`src/rtl/spi_pkg.sv`:
```
// Shared constants and master FSM state type for the SPI loopback block.
package spi_pkg;

   localparam int                        SPI_DATA_WIDTH = 8;
   localparam logic [SPI_DATA_WIDTH-1:0] SPI_MASTER_TX  = 8'hB5;
   localparam logic [SPI_DATA_WIDTH-1:0] SPI_SLAVE_TX   = 8'hC8;
   localparam int                        SPI_CLK_DIV    = 4;

   typedef enum logic [1:0] {
      ST_IDLE     = 2'd0,
      ST_SETUP    = 2'd1,
      ST_TRANSFER = 2'd2,
      ST_FINISH   = 2'd3
   } spi_state_e;

endpackage

```
`src/rtl/spi_master.sv`:
```
// SPI mode-0 master: start strobe, sclk divider, MSB-first full-duplex shifters.
module spi_master
   import spi_pkg::*;
#(
   parameter int                    DATA_WIDTH = SPI_DATA_WIDTH,
   parameter logic [DATA_WIDTH-1:0] TX_DATA    = SPI_MASTER_TX,
   parameter int                    CLK_DIV    = SPI_CLK_DIV
) (
   input  logic                  clk_i,
   input  logic                  rst_ni,
   input  logic                  tx_enable_i,
   input  logic                  miso_i,
   output logic                  sclk_o,
   output logic                  mosi_o,
   output logic                  cs_n_o,
   output logic [DATA_WIDTH-1:0] rx_data_o,
   output spi_state_e            state_o
);

   localparam int                DIV_W     = $clog2(CLK_DIV + 1);
   localparam int                HALF_W    = $clog2(2 * DATA_WIDTH);
   localparam logic [DIV_W-1:0]  DIV_LAST  = DIV_W'(CLK_DIV - 1);
   localparam logic [DIV_W-1:0]  DIV_FIN   = DIV_W'(CLK_DIV);
   localparam logic [HALF_W-1:0] HALF_LAST = HALF_W'(2 * DATA_WIDTH - 1);
   localparam logic [HALF_W-1:0] RISE_LAST = HALF_W'(2 * DATA_WIDTH - 2);

   spi_state_e             state_q, state_d;
   logic [DIV_W-1:0]       div_q, div_d;
   logic [HALF_W-1:0]      half_q, half_d;
   logic                   sclk_q, sclk_d;
   logic                   cs_n_q, cs_n_d;
   logic [DATA_WIDTH-1:0]  tx_sr_q, tx_sr_d;
   logic [DATA_WIDTH-1:0]  rx_sr_q, rx_sr_d;
   logic [DATA_WIDTH-1:0]  rx_data_q, rx_data_d;
   logic [DATA_WIDTH-1:0]  rx_shift;

   // tx_enable is a plain strobe with no ready: it is accepted only on a
   // cycle where the FSM sits in IDLE and silently dropped otherwise.
   assign rx_shift = {rx_sr_q[DATA_WIDTH-2:0], miso_i};

   always_comb begin
      state_d   = state_q;
      div_d     = div_q;
      half_d    = half_q;
      sclk_d    = sclk_q;
      cs_n_d    = cs_n_q;
      tx_sr_d   = tx_sr_q;
      rx_sr_d   = rx_sr_q;
      rx_data_d = rx_data_q;
      case (state_q)
         ST_IDLE: begin
            div_d = '0;
            if (tx_enable_i) begin
               state_d = ST_SETUP;
               cs_n_d  = 1'b0;
               tx_sr_d = TX_DATA;
            end
         end
         ST_SETUP: begin
            if (div_q == DIV_LAST) begin
               div_d   = '0;
               half_d  = '0;
               state_d = ST_TRANSFER;
            end else begin
               div_d = div_q + 1'b1;
            end
         end
         ST_TRANSFER: begin
            if (div_q == DIV_LAST) begin
               div_d  = '0;
               sclk_d = ~sclk_q;
               half_d = half_q + 1'b1;
               if (!sclk_q) begin
                  rx_sr_d = rx_shift;
                  if (half_q == RISE_LAST) rx_data_d = rx_shift;
               end else if (half_q == HALF_LAST) begin
                  // Last falling edge: mosi keeps the LSB until chip select releases.
                  half_d  = '0;
                  state_d = ST_FINISH;
               end else begin
                  tx_sr_d = tx_sr_q << 1;
               end
            end else begin
               div_d = div_q + 1'b1;
            end
         end
         ST_FINISH: begin
            if (div_q == DIV_FIN) begin
               div_d   = '0;
               cs_n_d  = 1'b1;
               tx_sr_d = '0;
               state_d = ST_IDLE;
            end else begin
               div_d = div_q + 1'b1;
            end
         end
         default: state_d = ST_IDLE;
      endcase
   end

   always_ff @(posedge clk_i or negedge rst_ni) begin
      if (!rst_ni) begin
         state_q   <= ST_IDLE;
         div_q     <= '0;
         half_q    <= '0;
         sclk_q    <= 1'b0;
         cs_n_q    <= 1'b1;
         tx_sr_q   <= '0;
         rx_sr_q   <= '0;
         rx_data_q <= '0;
      end else begin
         state_q   <= state_d;
         div_q     <= div_d;
         half_q    <= half_d;
         sclk_q    <= sclk_d;
         cs_n_q    <= cs_n_d;
         tx_sr_q   <= tx_sr_d;
         rx_sr_q   <= rx_sr_d;
         rx_data_q <= rx_data_d;
      end
   end

   assign sclk_o    = sclk_q;
   assign cs_n_o    = cs_n_q;
   assign mosi_o    = tx_sr_q[DATA_WIDTH-1];
   assign rx_data_o = rx_data_q;
   assign state_o   = state_q;

endmodule

```
`src/rtl/spi_slave.sv`:
```
// SPI mode-0 slave in the master's clock domain; bus edges found by one-cycle delayed copies.
module spi_slave
   import spi_pkg::*;
#(
   parameter int                    DATA_WIDTH = SPI_DATA_WIDTH,
   parameter logic [DATA_WIDTH-1:0] TX_DATA    = SPI_SLAVE_TX
) (
   input  logic                  clk_i,
   input  logic                  rst_ni,
   input  logic                  sclk_i,
   input  logic                  mosi_i,
   input  logic                  cs_n_i,
   output logic                  miso_o,
   output logic [DATA_WIDTH-1:0] rx_data_o,
   output logic                  done_o
);

   localparam int               CNT_W    = $clog2(DATA_WIDTH + 1);
   localparam logic [CNT_W-1:0] CNT_FULL = CNT_W'(DATA_WIDTH);
   localparam logic [CNT_W-1:0] CNT_LAST = CNT_W'(DATA_WIDTH - 1);

   logic                  sclk_prev_q;
   logic                  cs_prev_q;
   logic [CNT_W-1:0]      cnt_q, cnt_d;
   logic [DATA_WIDTH-1:0] rx_sr_q, rx_sr_d;
   logic [DATA_WIDTH-1:0] tx_sr_q, tx_sr_d;
   logic [DATA_WIDTH-1:0] rx_data_q, rx_data_d;
   logic                  done_q, done_d;
   logic                  sclk_rise, sclk_fall, cs_fall, cs_rise;
   logic [DATA_WIDTH-1:0] rx_shift;

   assign sclk_rise = sclk_i & ~sclk_prev_q;
   assign sclk_fall = ~sclk_i & sclk_prev_q;
   assign cs_fall   = ~cs_n_i & cs_prev_q;
   assign cs_rise   = cs_n_i & ~cs_prev_q;
   assign rx_shift  = {rx_sr_q[DATA_WIDTH-2:0], mosi_i};

   always_comb begin
      cnt_d     = cnt_q;
      rx_sr_d   = rx_sr_q;
      tx_sr_d   = tx_sr_q;
      rx_data_d = rx_data_q;
      done_d    = done_q;
      if (cs_fall) begin
         done_d  = 1'b0;
         cnt_d   = '0;
         tx_sr_d = TX_DATA;
      end else if (cs_rise) begin
         // A short count means the transfer was cut off: leave done low.
         if (cnt_q == CNT_FULL) done_d = 1'b1;
         tx_sr_d = '0;
      end else if (!cs_n_i) begin
         if (sclk_rise) begin
            rx_sr_d = rx_shift;
            cnt_d   = cnt_q + 1'b1;
            if (cnt_q == CNT_LAST) rx_data_d = rx_shift;
         end
         if (sclk_fall) tx_sr_d = tx_sr_q << 1;
      end
   end

   always_ff @(posedge clk_i or negedge rst_ni) begin
      if (!rst_ni) begin
         sclk_prev_q <= 1'b0;
         cs_prev_q   <= 1'b1;
         cnt_q       <= '0;
         rx_sr_q     <= '0;
         tx_sr_q     <= '0;
         rx_data_q   <= '0;
         done_q      <= 1'b0;
      end else begin
         sclk_prev_q <= sclk_i;
         cs_prev_q   <= cs_n_i;
         cnt_q       <= cnt_d;
         rx_sr_q     <= rx_sr_d;
         tx_sr_q     <= tx_sr_d;
         rx_data_q   <= rx_data_d;
         done_q      <= done_d;
      end
   end

   assign miso_o    = tx_sr_q[DATA_WIDTH-1];
   assign rx_data_o = rx_data_q;
   assign done_o    = done_q;

endmodule

```
`src/rtl/spi_top_module.sv`:
```
// SPI loopback: master and slave wired together, bus exported for observation.
module spi_top_module
   import spi_pkg::*;
#(
   parameter int                    DATA_WIDTH     = SPI_DATA_WIDTH,
   parameter logic [DATA_WIDTH-1:0] MASTER_TX_DATA = SPI_MASTER_TX,
   parameter logic [DATA_WIDTH-1:0] SLAVE_TX_DATA  = SPI_SLAVE_TX,
   parameter int                    CLK_DIV        = SPI_CLK_DIV
) (
   input  logic                  clk,
   input  logic                  reset,
   input  logic                  tx_enable,
   output logic [DATA_WIDTH-1:0] slave_received_data,
   output logic [DATA_WIDTH-1:0] master_received_data,
   output logic                  slave_done,
   output logic                  sclk,
   output logic                  mosi,
   output logic                  miso,
   output logic                  chip_select,
   output spi_state_e            master_state_o
);

   spi_master #(
      .DATA_WIDTH (DATA_WIDTH),
      .TX_DATA    (MASTER_TX_DATA),
      .CLK_DIV    (CLK_DIV)
   ) u_master (
      .clk_i       (clk),
      .rst_ni      (reset),
      .tx_enable_i (tx_enable),
      .miso_i      (miso),
      .sclk_o      (sclk),
      .mosi_o      (mosi),
      .cs_n_o      (chip_select),
      .rx_data_o   (master_received_data),
      .state_o     (master_state_o)
   );

   spi_slave #(
      .DATA_WIDTH (DATA_WIDTH),
      .TX_DATA    (SLAVE_TX_DATA)
   ) u_slave (
      .clk_i     (clk),
      .rst_ni    (reset),
      .sclk_i    (sclk),
      .mosi_i    (mosi),
      .cs_n_i    (chip_select),
      .miso_o    (miso),
      .rx_data_o (slave_received_data),
      .done_o    (slave_done)
   );

endmodule

```
`config.mk`:
```
export PLATFORM = sky130hd
export DESIGN_NAME = spi_top_module
export DESIGN_NICKNAME = d
export VERILOG_FILES = /design/src/rtl/spi_pkg.sv /design/src/rtl/spi_master.sv /design/src/rtl/spi_slave.sv /design/src/rtl/spi_top_module.sv
export SDC_FILE = /design/constraint.sdc
export NUM_CORES = 1
export LEC_CHECK = 0
export ABC_AREA = 1
export BUFFER_PORTS_ARGS = -buffer_cell sky130_fd_sc_hd__buf_2
export CAP_MARGIN = 0
export CORE_MARGIN = 2
export CORE_UTILIZATION = 29
export DETAILED_ROUTE_END_ITERATION = 12
export GPL_TIMING_DRIVEN = 0
export SLEW_MARGIN = 20
export SYNTH_ARGS = -nofsm -noshare
export SYNTH_HDL_FRONTEND = slang
export SYNTH_SLANG_ARGS = --single-unit
export TNS_END_PERCENT = 30
```
`constraint.sdc`:
```
create_clock -name clk -period 3.7 [get_ports clk]
set_clock_uncertainty 0.15 [all_clocks]
set_input_delay 0.185 -clock clk [delete_from_list [all_inputs] [get_ports clk]]
set_output_delay 0.185 -clock clk [all_outputs]
set_load 0.01 [all_outputs]
```
==> metrics.cfg, run 1 <==
[status]
outcome=complete, no violations

[floorplanning]
start_util_pct=29.85
die_area_um2=10880
core_area_um2=9774
die_w_um=104.3
io_pins=26
rows=36
die_h_um=104.3

[sta]
setup_violations=0
max_freq_ghz=0.5206
hold_viol=0
max_slew_margin_pct=49.16
tightest_slew_ps=762.6
rsz0062_at_grt=no
post-route-period-util_pct=51.91
finalMaxSlewViolations=0
period_needed_ps=1921
tns_ps=0

[power_and_ir_drop]
powerDensity_nw_per_um2=710.7
p_leak_uw=0.001756
ir_worst_vdd_mv=0.2290

[synthesis]
syn_area_um2=2918
syn-num-nets=347
synth_cells=327
synth_fa_ha_area_share_pct=7.290
synth_xor_area_share_pct=0.9005
synth-compound-area-share_pct=8.362
synth_top_family_by_area=simple AND/OR/NAND/NOR gates
avgSynthCellArea_um2=8.923
synthSimpleGateAreaFrac_pct=24.91
yosys_warnings=0
synthMuxAreaShare_pct=0
yosysSeqAreaShare_pct=52.40
synth-seq-cells=61
synth_cell_type_count=27

[finish]
fin_area_um2=3445
fin_nets=384
num_antenna_cells=0
nFillCells=1025
layout_common_cells=114 x nand2_1, 59 x dfrtp_1, 35 x inv_1
drive_gt1_share_pct=18.97
area_growth_pct=18.05
final_common_cell=nand2_1

[critical_path]
crit_fanout=9
startpoint_type=register
critical_path.max_stage_delay_ps=420
crit_family=simple AND/OR/NAND/NOR gates
critPathArrivalTime_ps=2010
endpoint_kind=register
crit_required_ps=3790
worstPathBufferInverterCount=2
cp_cell_sequence=inv_1, ha_1, inv_2, nand2_4, nor2_2, nor2_4, nand2_4, nand2_1, nand2_1
cp_slowest_cell=dfrtp_1
setup.worst_path.class=register to register

[clock_tree]
clk_latency_ps=340
cts_sinks=61
cts_resized=0
cts_inserted_buffers=9
tritoncts=done
cts.clk_slew.worst_paths_ps=70
clock_path_buffers=2
cts_max_level=3
root_buffer=clkbuf_8

[grt]
grt.overflow.total=0
antenna_found_initial=0
grt_pass1_vias=2091
grt_pass1_wl_um=9473
grt_max_degree=62
track_usage_pct=10.75

[placed_design]
placed_cell_area_um2=3212
dp_hpwl_um=3809
io_buffers=25
gp_routability_congestion=0.7442

[route]
drt_iter0_markers=123
vias_per_cell=4.253
drt_wl_total_um=5391
via_count=2135
post-route-drc-count=0
wl_per_cell_um=10.74
ant_nets=0
dr.pass1.iters=4

[job]
cap_violations=0

[min_path]
hp-class=primary input to register

[cell families (layout without fill, tap and decap cells)]
group	Yosys count	after routing
AO/OA/AOI/OAI	41	41
XOR/XNOR	3	3
adder cells (fa/ha/maj)	17	17
buffers and inverters	42	84
flip-flops	61	61
AND/OR/NAND/NOR	163	163
[flip-flops by register name, indices dropped and copies added, names as in the netlist, 2 cells and up]
register and count:
u_master.tx_sr_q 8, u_slave.rx_data_o 8, u_slave.cnt_q 4, u_master.state_o 2, u_slave.rx_sr_q 7, u_master.half_q 4, u_master.rx_sr_q 7, u_master.rx_data_o 8
u_master.div_q 3, u_slave.tx_sr_q 5
[through the flow]
stage / std cells / hold slack [ps] / util (%) / total power, µW / setup WS, ps
2_1_floorplan: 327 / -260.6 / - / 1582 / 2006
3_3_place_gp: 485 / 247.8 / 32.83 / 1785 / 1809
3_5_place_dp: 485 / 171.5 / 32.86 / 1810 / 1782
4_1_cts: 502 / 192.5 / 35.24 / 2484 / 1770
5_1_grt: 502 / 251.3 / 35.24 / 2659 / 1618
6_report: 502 / 194.9 / 35.24 / 2448 / 1779
[synth_stat cells]
| master | n | area share, % |
|---|---|---|
| nor2_1 | 9 | 1.2 |
| xor2_1 | 3 | 0.90 |
| o21ai_2 | 8 | 2.4 |
| ha_1 | 17 | 7.3 |
| buf_2 | 1 | 0.17 |
| o21ai_0 | 24 | 4.1 |
| nand2_1 | 114 | 15 |
| nand2_2 | 3 | 0.64 |
| nand3_1 | 21 | 3.6 |
| a22oi_1 | 1 | 0.26 |
| or2_2 | 1 | 0.21 |
| nor2_4 | 3 | 1.2 |
| inv_2 | 2 | 0.26 |
| clkinv_4 | 1 | 0.30 |
| clkinv_1 | 1 | 0.13 |
| a21oi_1 | 6 | 1.0 |
| nand4_1 | 2 | 0.43 |
| a22o_1 | 1 | 0.30 |
| inv_1 | 35 | 4.5 |
| nor2_2 | 2 | 0.43 |
| dfrtp_1 | 59 | 51 |
| a211oi_1 | 1 | 0.26 |
| dfstp_2 | 2 | 1.8 |
| nand2_4 | 3 | 1.2 |
| nand4_2 | 1 | 0.43 |
| nand3b_1 | 4 | 1.0 |
| buf_6 | 2 | 0.77 |
[tightest hold or removal path, stage by stage]
cell and delay (ps):
buf_2 90, nor2_1 50, inv_1 80, nand2_1 70
o21ai_0 160
[what timing repair did]
item | CTS | global route
buffers inserted | 0 | 0
endpoints found under the hold margin | 59 | 0
hold buffers | 1 | 0
[worst paths after layout]
kind                                                 start                              end  slack (ps)  cells past startpoint
setup / recovery           u_master.state_o[0]$_DFFE_PN0P_  u_master.tx_sr_q[1]$_DFFE_PN0P_        1780                      9
hold / removal                                   tx_enable      u_master.cs_n_o$_DFFE_PN1P_         190                      5
setup reg to reg           u_master.state_o[0]$_DFFE_PN0P_  u_master.tx_sr_q[1]$_DFFE_PN0P_        1780                      9
hold reg to reg                u_master.cs_n_o$_DFFE_PN1P_      u_slave.cs_prev_q$_DFF_PN1_         260                      0
max in group asynchronous                            reset   u_master.half_q[1]$_DFFE_PN0P_        2590                      2
min in group asynchronous                            reset       u_slave.done_o$_DFFE_PN0P_         310                      2
[cell type report]
class | count | area, µm² | area share [%]
sequential | 61 | 1529 | 44.39
multi-input combinational | 224 | 1210 | 35.13
tap | 133 | 166.4 | 4.831
inverter | 39 | 151.4 | 4.395
timing repair buffer | 26 | 137.6 | 3.996
clock buffer | 9 | 123.9 | 3.596
clock inverter | 7 | 98.84 | 2.870
buffer | 3 | 27.53 | 0.7991
[layer usage]
metal  global-route usage (%)  wire length, µm  up-vias
met3                    2.569              210       13
met1                    13.34             2566      976
met4                    6.081              145        0
met2                    17.09             2468       34
met5                        0                0        -
li1                         -                -     1112
[where the power goes]
part           switching (µW)  internal, µW
sequential                115           825
combinational             558           288
clock                     281           382
Power figures use the tool's default switching activity.
==> run 2: changes to the inputs <==
clock period = 1.7 ns   (was 3.7 ns; I/O delays follow)
==> run 2 against run 1 <==
Net effect:
- global-route usage rose by 0.53 points
- sequential cell count unchanged
- design area is 12% higher
- register-to-register slack got worse by 1700 ps
- sequential share of layout area is 4.6 points lower
- highest routed layer unchanged
- utilization increased by 4.1 points
- first-iteration DRC count up 8.9%
- maximum frequency increased by 15%
- sequential power is 120% higher
- combinational power grew to 3.3 times the previous value
- non-clock buffer count rose by 30
==> metrics.cfg, run 2 (synthesized netlist as in run 1, its figures left out) <==
[job]
cap_violations=0  ; unchanged

[sta]
tns_ps=0  ; unchanged
max_slew_margin_pct=48.89  ; -0.27 points
fin_ws_ps=29.22  ; -1750 ps
tightest_slew_ps=766.6  ; +3.998 ps
rsz0062_at_grt=yes
whs_ps=95.01  ; -99.85 ps
max_freq_ghz=0.5985  ; +15%
period_needed_ps=1671  ; -250.1 ps
finalMaxSlewViolations=0  ; unchanged
setup_violations=0  ; unchanged
post-route-period-util_pct=98.28  ; +46 points
hold_viol=0  ; unchanged

[grt]
grt_max_degree=62  ; unchanged
grt_pass1_vias=2202  ; +5.3%
grtUsageMet1_pct=13.61  ; +0.26 points
track_usage_pct=11.28  ; +0.53 points
grt.overflow.total=0  ; unchanged
grt_use_met2_pct=18.53  ; +1.4 points
top_usage_layer=met2
use_met3_pct=2.569  ; unchanged
grt_pass1_wl_um=9929  ; +4.8%
antenna_found_initial=0  ; unchanged

[floorplanning]
die_area_um2=10880  ; unchanged
die_w_um=104.3  ; unchanged
core_area_um2=9774  ; unchanged
die_h_um=104.3  ; unchanged
rows=36  ; unchanged
io_pins=26  ; unchanged
start_util_pct=29.85  ; unchanged

[placed_design]
io_buffers=25  ; unchanged
dp_hpwl_um=3809  ; unchanged
placed_cell_area_um2=3212  ; unchanged
gp_routability_congestion=0.7442  ; unchanged
dp_slack_ps=-217.6  ; -2000 ps

[power_and_ir_drop]
ir_worst_vdd_mv=0.5224  ; +130%
p_leak_uw=0.001940  ; +10%
powerDensity_nw_per_um2=1624  ; +130%

[route]
drt_wl_total_um=5960  ; +11%
via_count=2309  ; +8.1%
dr.pass1.iters=4  ; unchanged
post-route-drc-count=0  ; unchanged
drt_iter0_markers=134  ; +8.9%
wl_per_cell_um=11.18  ; +4.1%
ant_nets=0  ; unchanged
vias_per_cell=4.332  ; +1.9%

[critical_path]
cp-startpoint=u_master.state_o[0]$_DFFE_PN0P_
rr_startpoint=u_master.state_o[0]$_DFFE_PN0P_
cp.depth=9  ; unchanged
crit_required_ps=1790  ; -2000 ps
worstPathBufferInverterCount=3  ; +1
ff2ff_path_depth=9  ; unchanged
r2r-end=u_master.state_o[0]$_DFFE_PN0P_
cp_cell_sequence=buf_4, buf_4, ha_1, inv_1, nand2_2, a21oi_2, nand3_2, nand2_1, nand2_1
setup.worst_path.class=register to register
crit_fanout=3  ; -6
endpoint_kind=register
rrSetupSlack_ps=30  ; -1750 ps
crit_family=flip-flops
startpoint_type=register
critPathArrivalTime_ps=1760  ; -250 ps
critical_path.max_stage_delay_ps=420  ; about the same
crit_path_end=u_master.state_o[0]$_DFFE_PN0P_
cp_slowest_cell=dfrtp_1

[clock_tree]
cts_inserted_buffers=9  ; unchanged
clk_latency_ps=340  ; about the same
cts_sinks=61  ; unchanged
tritoncts=done
cts_max_level=3  ; unchanged
root_buffer=clkbuf_8
cts.clk_slew.worst_paths_ps=70  ; about the same
clock_path_buffers=2  ; unchanged

[finish]
nFillCells=991  ; -3.3%
layout_common_cells=111 x nand2_1, 59 x dfrtp_1, 29 x inv_1
num_antenna_cells=0  ; unchanged
fin_area_um2=3841  ; +12%
drive_gt1_share_pct=31.00  ; +12 points
fin_nets=415  ; +8.1%
final_common_cell=nand2_1
area_growth_pct=31.65

[status]
outcome=complete, no violations

[min_path]
hp-class=primary input to register
min_from=tx_enable

-- run 2: changes by cell type in the layout (fill, tap and decap cells not counted), sizes merged --
cell    before  now
buf         28   57
clkbuf       9   10
inv         38   41
clkinv       5    3
-- run 2: how the worst min path moves through the flow --
stage	to	depth (start not counted)
final	u_master.cs_n_o$_DFFE_PN1P_	5
after global routing	u_master.cs_n_o$_DFFE_PN1P_	5
after CTS	u_master.cs_n_o$_DFFE_PN1P_	5
after detailed placement	u_slave.done_o$_DFFE_PN0P_	1
after global placement	u_slave.cs_prev_q$_DFF_PN1_	0
after floorplan	u_master.div_q[0]$_DFF_PN0_	0
-- run 2: what timing repair did --
item                                    in CTS  in global routing
endpoints found under the setup margin      47                 49
hold buffers                                 1                  0
hold endpoints to repair                    59                  0
gates resized for setup                     13                 31
cloned                                       0                  2
pin swaps                                    4                 11
buffers inserted                            16                 13
-- run 2: power breakdown --
| part | total (µW) | internal (µW) | switching (µW) |
|---|---|---|---|
| clock | 1450 | 832 | 619 |
| combinational | 2750 | 1200 | 1560 |
| sequential | 2030 | 1790 | 240 |
-- run 2: worst min-delay path, stage by stage --
cell and delay [ps]:
buf_2 100, nor2_2 50, inv_1 80, nand2_1 70, o21ai_0 160
-- run 2: per-stage QoR --
| step | total power (µW) | util [%] | std cells |
|---|---|---|---|
| floorplan | 3444 | - | 327 |
| finish | 6236 | 39.30 | 533 |
| CTS | 5762 | 36.73 | 518 |
| global route | 6728 | 39.30 | 533 |
| global placement | 3885 | 32.83 | 485 |
| detailed placement | 3939 | 32.86 | 485 |
-- run 2: area by class of cell --
cell class | instances | area, µm² | share of cell area (%)
sequential | 61 | 1529 | 39.80
multi-input combinational | 224 | 1324 | 34.46
timing repair buffer | 56 | 396.6 | 10.33
tap | 133 | 166.4 | 4.332
inverter | 39 | 163.9 | 4.267
clock buffer | 9 | 123.9 | 3.225
clock inverter | 7 | 98.84 | 2.573
buffer | 3 | 35.03 | 0.9121
timing repair inverter | 1 | 3.754 | 0.09772
-- run 2: routing by layer --
layer | vias up | wire, µm
met1 | 1083 | 2746
met5 | - | 0
met4 | 0 | 157
met3 | 16 | 217
met2 | 35 | 2839
li1 | 1175 | -
==> run 3: changes to the inputs <==
PLACE_DENSITY = 0.44   (was unset)
==> run 3 against run 2 <==
Net effect:
- critical path depth fell by 1
- largest cell class unchanged
- combinational power fell by 4%
- largest power group unchanged
- routed wire length rose by 1.4%
- design area fell by 1.0%
- total power fell by 3.0%
- clock-buffer cell count rose by 2
- clock power fell by 7%
- worst setup slack improved by 41 ps
- highest routed layer unchanged
- non-clock buffer count fell by 7
- sequential power barely moved
- via count fell by 1.6%
==> metrics.cfg, run 3 (synthesized netlist as in run 1, its figures left out) <==
[status]
outcome=complete, no violations

[floorplanning]
rows=36  ; unchanged
start_util_pct=29.85  ; unchanged
die_h_um=104.3  ; unchanged
io_pins=26  ; unchanged
core_area_um2=9774  ; unchanged
die_area_um2=10880  ; unchanged
die_w_um=104.3  ; unchanged

[sta]
fin_ws_ps=70.28  ; +41.06 ps
setup_violations=0  ; unchanged
post-route-period-util_pct=95.87  ; -2.4 points
whs_ps=57.92  ; -37.09 ps
hold_viol=0  ; unchanged
max_slew_margin_pct=76.53  ; +28 points
period_needed_ps=1630  ; -41.06 ps
rsz0062_at_grt=yes
tightest_slew_ps=352.1  ; -414.5 ps
finalMaxSlewViolations=0  ; unchanged
max_freq_ghz=0.6136  ; +2.5%

[clock_tree]
cts.clk_slew.worst_paths_ps=70  ; about the same
cts_max_level=3  ; unchanged
root_buffer=clkbuf_8
tritoncts=done
cts_inserted_buffers=9  ; unchanged
clock_path_buffers=2  ; unchanged
cts_sinks=61  ; unchanged
clk_latency_ps=330  ; about the same

[finish]
nFillCells=1035  ; +4.4%
layout_common_cells=109 x nand2_1, 58 x dfrtp_1, 29 x inv_1
area_growth_pct=30.27
final_common_cell=nand2_1
num_antenna_cells=0  ; unchanged
drive_gt1_share_pct=30.28  ; -0.72 points
fin_nets=408  ; -1.7%
post-route-util_pct=38.89  ; -0.41 points

[grt]
grt_pass1_vias=2198  ; -0.18%
grt_pass1_wl_um=10660  ; +7.4%
antenna_found_initial=0  ; unchanged
grt.overflow.total=0  ; unchanged
track_usage_pct=12.16  ; +0.89 points
grt_max_degree=38  ; -39%

[critical_path]
crit_family=simple AND/OR/NAND/NOR gates
cp_slowest_cell=dfrtp_2
critPathArrivalTime_ps=1750  ; about the same
cp_cell_sequence=buf_4, ha_4, nand2_2, nand2_2, nor2_4, buf_4, nand3_1, nand2_1
endpoint_kind=register
worstPathBufferInverterCount=2  ; -1
setup.worst_path.class=register to register
critical_path.max_stage_delay_ps=460  ; +40 ps
startpoint_type=register
crit_fanout=6  ; +3
crit_required_ps=1830  ; +40 ps

[route]
dr.pass1.iters=4  ; unchanged
drt_iter0_markers=75  ; -44%
drt_wl_total_um=6045  ; +1.4%
vias_per_cell=4.319  ; -0.29%
wl_per_cell_um=11.49  ; +2.8%
ant_nets=0  ; unchanged
via_count=2272  ; -1.6%
post-route-drc-count=0  ; unchanged

[placed_design]
gp_routability_congestion=0.7727  ; +3.8%
dp_hpwl_um=4034  ; +5.9%
dp_slack_ps=-215.6  ; +1.967 ps
io_buffers=25  ; unchanged

[power_and_ir_drop]
p_leak_uw=0.001885  ; -2.8%
total_power_uw=6049  ; -3.0%
ir_worst_vdd_mv=0.9159  ; +75%
seqPwrFrac_pct=34.0  ; +1.4 points
combPwrFrac_pct=43.8  ; -0.3 points
p_sw_share_pct=38.93  ; +0.21 points
powerDensity_nw_per_um2=1591  ; -2.0%
power_frac_clock_pct=22.3  ; -1.0 points
p_int_uw=3694  ; -3.3%
power_switching_uw=2355  ; -2.5%

[job]
cap_violations=0  ; unchanged

[min_path]
hp-class=primary input to asynchronous set/reset pin

==> run 3: final timing paths <==
check	from	end	slack [ps]	cells after the start
max reg2reg	u_master.state_o[1]$_DFFE_PN0P_	u_master.tx_sr_q[4]$_DFFE_PN0P_	70	8
min reg2reg	u_slave.rx_data_o[5]$_DFFE_PN0P_	u_slave.rx_data_o[5]$_DFFE_PN0P_	320	2
min in group clk	tx_enable	u_master.cs_n_o$_DFFE_PN1P_	60	5
max in group asynchronous	reset	u_slave.rx_sr_q[1]$_DFFE_PN0P_	820	3
min	reset	u_slave.cnt_q[2]$_DFFE_PN0P_	60	2
max	u_master.state_o[1]$_DFFE_PN0P_	u_master.tx_sr_q[4]$_DFFE_PN0P_	70	8
==> run 3: worst register-to-register path, cell delays in order (launching register included) <==
cell and delay, ps:
dfrtp_2 460, buf_4 160, ha_4 180, nand2_2 70, nand2_2 90, nor2_4 180
buf_4 160, nand3_1 60, nand2_1 70
==> run 3: timing repair <==
item	in CTS	in global routing
pin swaps	5	7
hold buffers	1	0
setup endpoints to repair	48	51
hold endpoints to repair	61	0
gates cloned	1	1
buffers inserted	14	7
resized for setup	14	36
==> run 3: through the flow <==
stage,std cells,area (µm²),setup TNS (ps)
floorplan,327,2918,0
global placement,485,3209,-6023
detailed placement,486,3232,-5940
CTS,518,3591,-7.739
global route,526,3801,-172.6
finish,526,3801,0
==> run 3: cell type report <==
cell class / instances / area [µm²] / share of cell area, %
buffer: 3 / 33.78 / 0.8887
clock buffer: 11 / 151.4 / 3.983
clock inverter: 5 / 58.81 / 1.547
inverter: 39 / 158.9 / 4.180
multi-input combinational: 224 / 1339 / 35.22
sequential: 61 / 1530 / 40.26
tap: 133 / 166.4 / 4.378
timing repair buffer: 49 / 356.6 / 9.381
timing repair inverter: 1 / 6.256 / 0.1646
==> run 3: power by group through the flow <==
stage / logic (µW) / registers [µW] / clock network (µW)
final: 2650 / 2050 / 1350
after global routing: 3020 / 2110 / 1470
after CTS: 2240 / 2060 / 1410
after detailed placement: 1890 / 2080 / 0
after global placement: 1870 / 2080 / 0
after floorplan: 1400 / 2050 / 0
==> run 3: routing by layer <==
metal	GRT usage, %	up-vias	wire length, µm
met4	3.475	0	73
li1	-	1162	-
met1	15.95	1069	2943
met2	19.19	34	2842
met3	3.947	7	186
met5	0	-	0
